`src/rtl/mux4_scan_ctrl_if.sv`:
```
// ---------------------------------------------------------------------------
// mux4_scan_ctrl_if
// Signal bundle between the scan controller, its requester, the 4:1 mux and
// the downstream consumer of the assembled word.
//
// Request side : start, mask[3:0], cont
// Mux side     : mux_out (in to controller), s1/s0 (select, out)
// Result side  : data[3:0], valid (out), ready (in)
// Status       : busy, state_dbg[1:0] (current FSM state, for observation)
//
// Handshake: a word transfers on every rising clock edge where valid and
// ready are both 1. valid, once raised, stays high with data stable until
// that edge; ready may be high or low at any time and is ignored while
// valid is low.
//
// Modports: slave = the scan controller, master = the environment driving it.
// ---------------------------------------------------------------------------
interface mux4_scan_ctrl_if;
  logic       start;
  logic [3:0] mask;
  logic       cont;
  logic       mux_out;
  logic       s1;
  logic       s0;
  logic       busy;
  logic [3:0] data;
  logic       valid;
  logic       ready;
  logic [1:0] state_dbg;

  modport slave (
    input  start, mask, cont, mux_out, ready,
    output s1, s0, busy, data, valid, state_dbg
  );

  modport master (
    output start, mask, cont, mux_out, ready,
    input  s1, s0, busy, data, valid, state_dbg
  );
endinterface

```
`src/rtl/mux4_scan_ctrl.sv`:
```
// ---------------------------------------------------------------------------
// mux4_scan_ctrl
// Steps the select lines of a 4:1 mux through the enabled channels, holds
// each for DWELL cycles, samples the mux output on the last edge of each
// window and presents the collected 4-bit word over valid/ready.
// Single-shot (cont=0) or continuous (cont=1) operation.
//
// Ports:
//   clock  : rising-edge clock
//   reset  : asynchronous active-low reset
//   bus    : mux4_scan_ctrl_if.slave (start/mask/cont request, mux_out,
//            s1/s0 select, busy, data/valid/ready result, state_dbg)
// Parameter:
//   DWELL  : cycles each select is held before sampling, 1..255
// ---------------------------------------------------------------------------
module mux4_scan_ctrl #(
  parameter int unsigned DWELL = 2
) (
  input  logic                  clock,
  input  logic                  reset,
  mux4_scan_ctrl_if.slave       bus
);

  localparam logic [7:0] LP_DWELL = 8'(DWELL);

  typedef enum logic [1:0] {
    ST_IDLE = 2'd0,
    ST_SCAN = 2'd1,
    ST_DONE = 2'd2
  } state_t;

  state_t     r_state;
  logic [3:0] r_mask;
  logic [7:0] r_cnt;
  logic [1:0] r_ch;
  logic [3:0] r_collect;
  logic [3:0] r_data;
  logic       r_valid;

  // Lowest enabled channel at or above 'from'; returns 4 when none exists,
  // so bit 2 doubles as a "no more channels" flag.
  function automatic logic [2:0] f_find(input logic [3:0] m, input logic [2:0] from);
    logic [2:0] res;
    res = 3'd4;
    for (int k = 3; k >= 0; k--) begin
      if (k >= int'(from) && m[k]) res = 3'(k);
    end
    return res;
  endfunction

  logic [2:0] w_first_req;
  logic [2:0] w_first_latched;
  logic [2:0] w_next;
  logic [3:0] w_onehot;
  logic [3:0] w_col;

  assign w_first_req     = f_find(bus.mask, 3'd0);
  assign w_first_latched = f_find(r_mask, 3'd0);
  assign w_next          = f_find(r_mask, {1'b0, r_ch} + 3'd1);
  assign w_onehot        = 4'b0001 << r_ch;
  // Collected word including the sample taken on this edge.
  assign w_col           = bus.mux_out ? (r_collect | w_onehot) : r_collect;

  always_ff @(posedge clock or negedge reset) begin
    if (!reset) begin
      r_state   <= ST_IDLE;
      r_mask    <= 4'd0;
      r_cnt     <= 8'd0;
      r_ch      <= 2'd0;
      r_collect <= 4'd0;
      r_data    <= 4'd0;
      r_valid   <= 1'b0;
    end else begin
      case (r_state)
        ST_IDLE: begin
          if (bus.start && (bus.mask != 4'd0)) begin
            r_mask    <= bus.mask;
            r_cnt     <= LP_DWELL;
            r_ch      <= w_first_req[1:0];
            r_collect <= 4'd0;
            r_state   <= ST_SCAN;
          end
        end
        ST_SCAN: begin
          if (r_cnt == 8'd1) begin
            if (w_next[2]) begin
              // Last enabled channel: publish the word on this same edge.
              r_data  <= w_col;
              r_valid <= 1'b1;
              r_state <= ST_DONE;
            end else begin
              r_ch      <= w_next[1:0];
              r_cnt     <= LP_DWELL;
              r_collect <= w_col;
            end
          end else begin
            r_cnt <= r_cnt - 8'd1;
          end
        end
        ST_DONE: begin
          if (r_valid && bus.ready) begin
            r_valid <= 1'b0;
            if (bus.cont) begin
              r_ch      <= w_first_latched[1:0];
              r_cnt     <= LP_DWELL;
              r_collect <= 4'd0;
              r_state   <= ST_SCAN;
            end else begin
              r_ch    <= 2'd0;
              r_state <= ST_IDLE;
            end
          end
        end
        default: r_state <= ST_IDLE;
      endcase
    end
  end

  assign bus.s1        = r_ch[1];
  assign bus.s0        = r_ch[0];
  assign bus.busy      = (r_state != ST_IDLE);
  assign bus.data      = r_data;
  assign bus.valid     = r_valid;
  assign bus.state_dbg = r_state;

endmodule

```
`src/flat_wrapper.sv`:
```
// flat-port wrapper written by rule: the top's interface ports become plain ports
module mux4_scan_ctrl_flat 
#(
  parameter int unsigned DWELL = 2
)
  (clock, reset, bus_start, bus_mask, bus_cont, bus_mux_out, bus_ready, bus_s1, bus_s0, bus_busy, bus_data, bus_valid, bus_state_dbg);
  mux4_scan_ctrl_if bus_i ();
  input  logic clock;
  input  logic reset;
  input wire logic [$bits(bus_i.start)-1:0] bus_start;
  input wire logic [$bits(bus_i.mask)-1:0] bus_mask;
  input wire logic [$bits(bus_i.cont)-1:0] bus_cont;
  input wire logic [$bits(bus_i.mux_out)-1:0] bus_mux_out;
  input wire logic [$bits(bus_i.ready)-1:0] bus_ready;
  output wire logic [$bits(bus_i.s1)-1:0] bus_s1;
  output wire logic [$bits(bus_i.s0)-1:0] bus_s0;
  output wire logic [$bits(bus_i.busy)-1:0] bus_busy;
  output wire logic [$bits(bus_i.data)-1:0] bus_data;
  output wire logic [$bits(bus_i.valid)-1:0] bus_valid;
  output wire logic [$bits(bus_i.state_dbg)-1:0] bus_state_dbg;
  assign bus_i.start = bus_start;
  assign bus_i.mask = bus_mask;
  assign bus_i.cont = bus_cont;
  assign bus_i.mux_out = bus_mux_out;
  assign bus_i.ready = bus_ready;
  assign bus_s1 = bus_i.s1;
  assign bus_s0 = bus_i.s0;
  assign bus_busy = bus_i.busy;
  assign bus_data = bus_i.data;
  assign bus_valid = bus_i.valid;
  assign bus_state_dbg = bus_i.state_dbg;
  mux4_scan_ctrl #(.DWELL(DWELL)) u_core (.clock(clock), .reset(reset), .bus(bus_i));
endmodule
```
`config.mk`:
```
export PLATFORM = sky130hd
export DESIGN_NAME = mux4_scan_ctrl_flat
export DESIGN_NICKNAME = d
export VERILOG_FILES = /design/src/rtl/mux4_scan_ctrl_if.sv /design/src/rtl/mux4_scan_ctrl.sv /design/src/flat_wrapper.sv
export SDC_FILE = /design/constraint.sdc
export NUM_CORES = 1
export LEC_CHECK = 0
export BUFFER_PORTS_ARGS = -buffer_cell sky130_fd_sc_hd__buf_2
export CORE_MARGIN = 2
export CORE_UTILIZATION = 51
export CTS_BUF_LIST = sky130_fd_sc_hd__clkbuf_8 sky130_fd_sc_hd__clkbuf_16
export DETAILED_ROUTE_END_ITERATION = 16
export GPL_TIMING_DRIVEN = 0
export PLACE_DENSITY = 0.8
export SYNTH_ARGS = -nofsm -noshare
export SYNTH_HDL_FRONTEND = slang
export SYNTH_SLANG_ARGS = --single-unit
```
`constraint.sdc`:
```
create_clock -name clock -period 2 [get_ports clock]
set_clock_uncertainty 0.05 [all_clocks]
set_input_delay 0.2 -clock clock [delete_from_list [all_inputs] [get_ports clock]]
set_output_delay 0.2 -clock clock [all_outputs]
set_load 0.005 [all_outputs]
```
==> results of run 1 <==
==> cells in the mapped netlist, types with 2 or more instances <==
library cell / number
dfrtp_1: 25
nor2_1: 23
a21oi_1: 18
inv_1: 15
nand2_1: 12
o21ai_0: 8
ha_1: 7
o21ai_1: 7
or4_1: 5
mux2_2: 3
nor3_1: 3
nor4b_1: 3
or3_1: 3
a22o_1: 2
clkbuf_1: 2
nand2b_1: 2
nor2b_1: 2
nor4_1: 2
o21a_1: 2
o21bai_1: 2
==> critical path, cell delays in order (launching register included) <==
cell     delay, ns
dfrtp_1       0.42
inv_2         0.08
ha_4          0.11
or4b_4        0.49
buf_6         0.14
o21ai_4       0.21
o21ai_2       0.17
nor2_4        0.17
inv_1         0.06
a31o_1        0.19
==> worst max path at each step <==
stage                                       start  slack (ns)                 endpoint
after floorplan           u_core.bus.state_dbg[1]       -0.04          u_core.r_cnt[0]
after global placement            u_core.r_cnt[1]       -0.22          u_core.r_cnt[2]
after detailed placement          u_core.r_cnt[1]       -0.27          u_core.r_cnt[2]
after CTS                         u_core.r_cnt[1]       -0.13  u_core.bus.state_dbg[0]
after global routing              u_core.r_cnt[1]       -0.33          u_core.r_cnt[7]
final                             u_core.r_cnt[1]       -0.19          u_core.r_cnt[2]
==> where the power goes <==
| part | switching [uW] | total, uW | internal [uW] | leakage [uW] |
|---|---|---|---|---|
| logic | 1100 | 2140 | 1040 | 0.000598 |
| clock network | 171 | 312 | 141 | 0.0000217 |
| registers | 173 | 864 | 691 | 0.000305 |
==> metrics by stage <==
step	std cells	setup slack, ns	cell area, um2
after floorplan	170	-0.0376	1550
after global routing	250	-0.329	2110
final	250	-0.194	2110
after CTS	239	-0.131	1930
after global placement	220	-0.223	1680
after detailed placement	220	-0.266	1680
==> kinds of logic after synthesis <==
family / Yosys count / share of synthesized area
simple gates: 64 / 0.233
compound gates: 49 / 0.200
fa+ha+maj: 7 / 0.0579
flops: 25 / 0.414
buf+inv: 20 / 0.0579
mux: 5 / 0.0364
==> cell type report <==
| cell class | instances | area (um2) |
|---|---|---|
| buffer | 5 | 37.5 |
| clock buffer | 3 | 41.3 |
| clock inverter | 1 | 7.51 |
| fill | 196 | 676 |
| inverter | 15 | 58.8 |
| multi-input combinational | 125 | 970 |
| sequential | 25 | 628 |
| tap | 31 | 38.8 |
| timing repair buffer | 45 | 324 |
==> layer usage <==
layer,GRT usage,share of wire,vias up
li1,-,-,701
met1,0.267,0.41,698
met2,0.414,0.54,45
met3,0.0286,0.038,7
met4,0.0664,0.013,0
met5,0,0,-
==> placed cells by master, fill, tap and decap left out, types with 2 or more instances in the layout <==
master	n
ha_4	4
o21ai_0	8
ha_1	2
nor4b_1	2
nor2_1	17
o21bai_1	2
nand2_2	2
clkbuf_8	3
mux2_2	3
a21oi_2	2
o21ai_2	2
dfrtp_2	2
buf_6	7
clkbuf_1	2
or4_1	4
inv_1	12
a21oi_4	2
nor2_2	6
buf_4	20
buf_2	19
dfrtp_1	23
o21a_1	2
or3_1	3
nor3_1	3
inv_2	2
nor4_1	2
nand2_1	10
a22o_1	2
a21oi_1	15
o21ai_1	5
==> flip-flops by register name (all words and copies together), names as in the netlist <==
name                  cells
u_core.bus.data           4
u_core.bus.state_dbg      2
u_core.bus.valid          1
u_core.r_ch               2
u_core.r_cnt              8
u_core.r_collect          4
u_core.r_mask             4
==> repair_timing <==
item                                    in CTS  in global routing
setup buffers                               14                 12
gates resized for setup                     20                 21
hold buffers                                 1                  0
endpoints found under the setup margin      19                 20
endpoints found under the hold margin       25                  0
pin swaps                                    5                  6
==> results.py, run 1 <==
metrics = {
    "run_status": {
        "outcome": "finished with violations",
        "violations": "setup timing",
    },
    "min_path": {
        "holdCritPathClass": "in2reg",
        "min_from": "bus_mask[0]",
        "hold_path_depth": 2,
        "holdPathEnd": "u_core.r_mask[0]",
    },
    "cells_and_area": {
        "drive_above_1_share": 0.420,
        "fin_util": 0.757,
        "antenna-diode-count": 0,
        "syn_to_final_growth_pct": 39.3,
        "fin_nets": 237,
    },
    "placed_design": {
        "dp_hpwl_mm": 2.41,
        "port_buffers": 19,
        "place.gp.congestion": 0.837,
    },
    "floorplan": {
        "die_w_um": 58.4,
        "start_util": 0.543,
        "core_area_um2": 2780,
        "rows": 19,
        "num_io_pins": 20,
        "die_area_um2": 3420,
        "die_height_um": 58.4,
    },
    "power": {
        "power.density_nw_per_um2": 1580,
        "power.leakage_uw": 0.000926,
        "peakVddDrop_mv": 1.05,
        "p_total_uw": 3320,
    },
    "timing": {
        "finalMaxSlewViolations": 0,
        "setup_ws_ns": -0.194,
        "setup-tns-final_ns": -2.89,
        "slew_headroom": 0.626,
        "max_freq_mhz": 456,
        "hold_ws_ns": 0.173,
        "hold_viol": 0,
        "finalSetupViolations": 20,
        "period_needed_ns": 2.19,
        "rsz0062_at_grt": "true",
        "finalCritPeriodShare": 1.10,
        "worst_pin_slew_ns": 0.562,
    },
    "global_routing": {
        "grt_usage": 0.223,
        "antenna_found_initial": 0,
        "globalRouteOverflowTotal": 0,
        "grt_max_degree": 26,
        "grt_pass1_vias": 1329,
        "grt_first_pass_wirelength_mm": 5.84,
    },
    "clock_network": {
        "cts-htree-levels": 1,
        "cts_tree": "done",
        "cts_buffers": 3,
        "clkTransAtPathRegs_ns": 0.09,
        "clock_latency_ns": 0.27,
        "cts_sinks": 25,
        "root_buffer": "clkbuf_8",
        "clk_path_buf_depth": 2,
    },
    "detailed_routing": {
        "drt_pre_antenna_iters": 4,
        "route.detailed.drc": 0,
        "route.vias.total": 1451,
        "ant_nets": 0,
        "post_drt_wl_per_cell_um": 15.3,
        "drt_wl_total_mm": 3.81,
        "routed_via_density": 5.80,
        "drtIter0Drc": 83,
    },
    "worst_setup_path": {
        "arrival_ns": 2.32,
        "r2r_cells": 9,
        "cp_max_fo": 5,
        "startpoint_type": "register",
        "cp.required_ns": 2.12,
        "reg2reg_to": "u_core.r_cnt[2]",
        "path_class": "reg2reg",
        "rr_startpoint": "u_core.r_cnt[1]",
        "crit_path_end_kind": "register",
        "reg2reg_slack_ns": -0.19,
    },
    "synthesis": {
        "synth-edff-count": 0,
        "seq_area_frac_synth": 0.414,
        "synth_area_per_cell_um2": 8.89,
        "yosys_most_used_dff": "dfrtp_1",
        "yosysTopAreaCellShare": 0.414,
        "ys.warnings.count": 0,
        "yosys.area.top_type": "dfrtp_1",
        "synth_cell_types": 44,
        "synth_area_um2": 1510,
        "syn_nets": 187,
        "netlist_instances": 170,
        "ys_async_sr_fraction": 1.00,
        "ys_ff_latch": 25,
        "synthTopCellsByArea": "dfrtp_1 41%, a21oi_1 6.0%, ha_1 5.8%",
    },
    "job": {
        "drv_cap": 0,
    },
}
Note: power is estimated with default switching activity, not from simulation.
==> inputs of run 2 (changes only) <==
- CORE_UTILIZATION: 51 -> 35
- PLACE_DENSITY: 0.8 -> 0.6
==> results.py, run 2 (same netlist as run 1, synthesis figures left out) <==
metrics = {
    "timing": {
        "finalCritPeriodShare": 1.11,
        "max_freq_mhz": 451,
        "setup_ws_ns": -0.215,
        "rsz0062_at_grt": "true",
        "period_needed_ns": 2.21,
        "finalMaxSlewViolations": 0,
        "finalSetupViolations": 19,
        "worst_pin_slew_ns": 0.594,
        "hold_viol": 0,
        "slew_headroom": 0.604,
    },
    "floorplan": {
        "core_area_um2": 4090,
        "start_util": 0.370,
        "die_height_um": 69.7,
        "die_area_um2": 4860,
        "rows": 23,
        "num_io_pins": 20,
        "die_w_um": 69.7,
    },
    "job": {
        "drv_cap": 0,
    },
    "cells_and_area": {
        "multiInputGateArea_um2": 977,
        "drive_above_1_share": 0.393,
        "finalInstanceArea_um2": 2080,
        "stdcell_count": 264,
        "largest_register_ffs": 8,
        "register_area_um2": 628,
        "antenna-diode-count": 0,
        "nFillCells": 375,
        "syn_to_final_growth_pct": 37.4,
        "final_cell_mix": "23 x dfrtp_1, 20 x buf_2, 18 x nor2_1, 18 x buf_4",
        "layout_commonest_cell": "dfrtp_1",
        "top_register": "u_core.r_cnt",
        "fin_nets": 232,
    },
    "clock_network": {
        "root_buffer": "clkbuf_8",
        "clock_latency_ns": 0.27,
        "cts_buffers": 3,
        "clkTransAtPathRegs_ns": 0.09,
        "clk_path_buf_depth": 2,
        "cts_tree": "done",
        "cts-htree-levels": 1,
        "cts_sinks": 25,
    },
    "min_path": {
        "holdCritPathClass": "in2reg",
    },
    "detailed_routing": {
        "drt_pre_antenna_iters": 4,
        "drt_wl_total_mm": 3.47,
        "post_drt_wl_per_cell_um": 13.1,
        "drtIter0Drc": 58,
        "wl_met3_um": 110,
        "route.vias.total": 1331,
        "wl_met1_mm": 1.64,
        "ant_nets": 0,
        "top_layer": "met4",
        "route.detailed.drc": 0,
        "routed_via_density": 5.04,
        "wl_met2_mm": 1.70,
    },
    "run_status": {
        "violations": "setup timing",
        "outcome": "finished with violations",
    },
    "placed_design": {
        "port_buffers": 19,
        "place_area_um2": 1710,
        "place.gp.congestion": 0.776,
        "dp_hpwl_mm": 2.33,
        "dp_cells": 239,
        "post-place-ws_ns": -0.288,
    },
    "global_routing": {
        "grt_first_pass_wirelength_mm": 5.87,
        "antenna_found_initial": 0,
        "grt_usage": 0.148,
        "grt_max_degree": 26,
        "globalRouteOverflowTotal": 0,
        "grt_pass1_vias": 1247,
    },
    "worst_setup_path": {
        "cp_max_fo": 5,
        "reg2reg_slack_ns": -0.21,
        "reg2reg_to": "u_core.bus.state_dbg[0]",
        "crit_end": "u_core.bus.state_dbg[0]",
        "cp.required_ns": 2.10,
        "r2r_cells": 8,
        "cp-startpoint": "u_core.r_cnt[1]",
        "crit_path_end_kind": "register",
        "startpoint_type": "register",
        "rr_startpoint": "u_core.r_cnt[1]",
        "path_class": "reg2reg",
        "arrival_ns": 2.32,
    },
    "power": {
        "peakVddDrop_mv": 0.738,
        "power.leakage_uw": 0.000890,
        "power.density_nw_per_um2": 1500,
        "p_total_uw": 3110,
    },
}
-- run 2: changes by cell type in the layout (fill, tap and decap cells not counted), moves of 2 or more --
cell and change:
a21oi_1 -2, a21oi_2 +3, buf_4 -2, buf_6 -4
ha_4 -2, nand2_1 +2, nand2_2 -2, nor2_2 -6
nor2_4 +5
-- run 2: what timing repair did --
item                                    4_1_cts  5_1_grt
buffers inserted                             18        2
gates resized for setup                      24       11
endpoints found under the setup margin       19       20
hold buffers                                  1        0
pin swaps                                     8        3
endpoints found under the hold margin        25        0
cloned                                        0        0
-- run 2: where the power goes --
group | switching, uW | internal, uW
clock network | 165 | 139
logic | 1010 | 923
registers | 178 | 691
total | 1360 | 1750
-- run 2: layout make-up --
type | instances | share of cell area
Timing Repair Buffer | 40 | 0.131
Inverter | 15 | 0.0271
Clock inverter | 1 | 0.00241
Tap cell | 50 | 0.0301
Buffer | 5 | 0.0169
Clock buffer | 3 | 0.0199
Sequential cell | 25 | 0.302
Multi-Input combinational cell | 125 | 0.470
-- run 2: worst min path at each step --
stage | from | endpoint | cells after the start
final | bus_mask[0] | u_core.r_mask[0] | 2
after global routing | bus_mask[0] | u_core.r_mask[0] | 2
after CTS | bus_mask[0] | u_core.r_mask[0] | 2
after detailed placement | reset | u_core.r_cnt[6] | 1
after global placement | reset | u_core.r_cnt[6] | 1
after floorplan | reset | u_core.bus.data[0] | 0
-- run 2: through the flow --
step	utilization	setup TNS (ns)	hold WS [ns]
after floorplan	-	-0.0589	-0.146
after global placement	0.418	-2.35	0.186
final	0.508	-2.10	0.171
after global routing	0.508	-4.25	0.164
after detailed placement	0.418	-2.47	0.183
after CTS	0.491	-1.39	0.166
-- run 2: worst max-delay path: stages (launching register included) --
cell and delay [ns]:
dfrtp_1 0.41, inv_2 0.08, ha_4 0.11, or4b_4 0.48, buf_4 0.16, o21ai_4 0.19, nand2_1 0.11, a21oi_1 0.17
mux2_1 0.33
-- run 2: routing by layer --
layer,GRT usage,up-vias
li1,-,689
met3,0.0305,2
met4,0.0192,0
met2,0.253,21
met1,0.198,619
met5,0,-
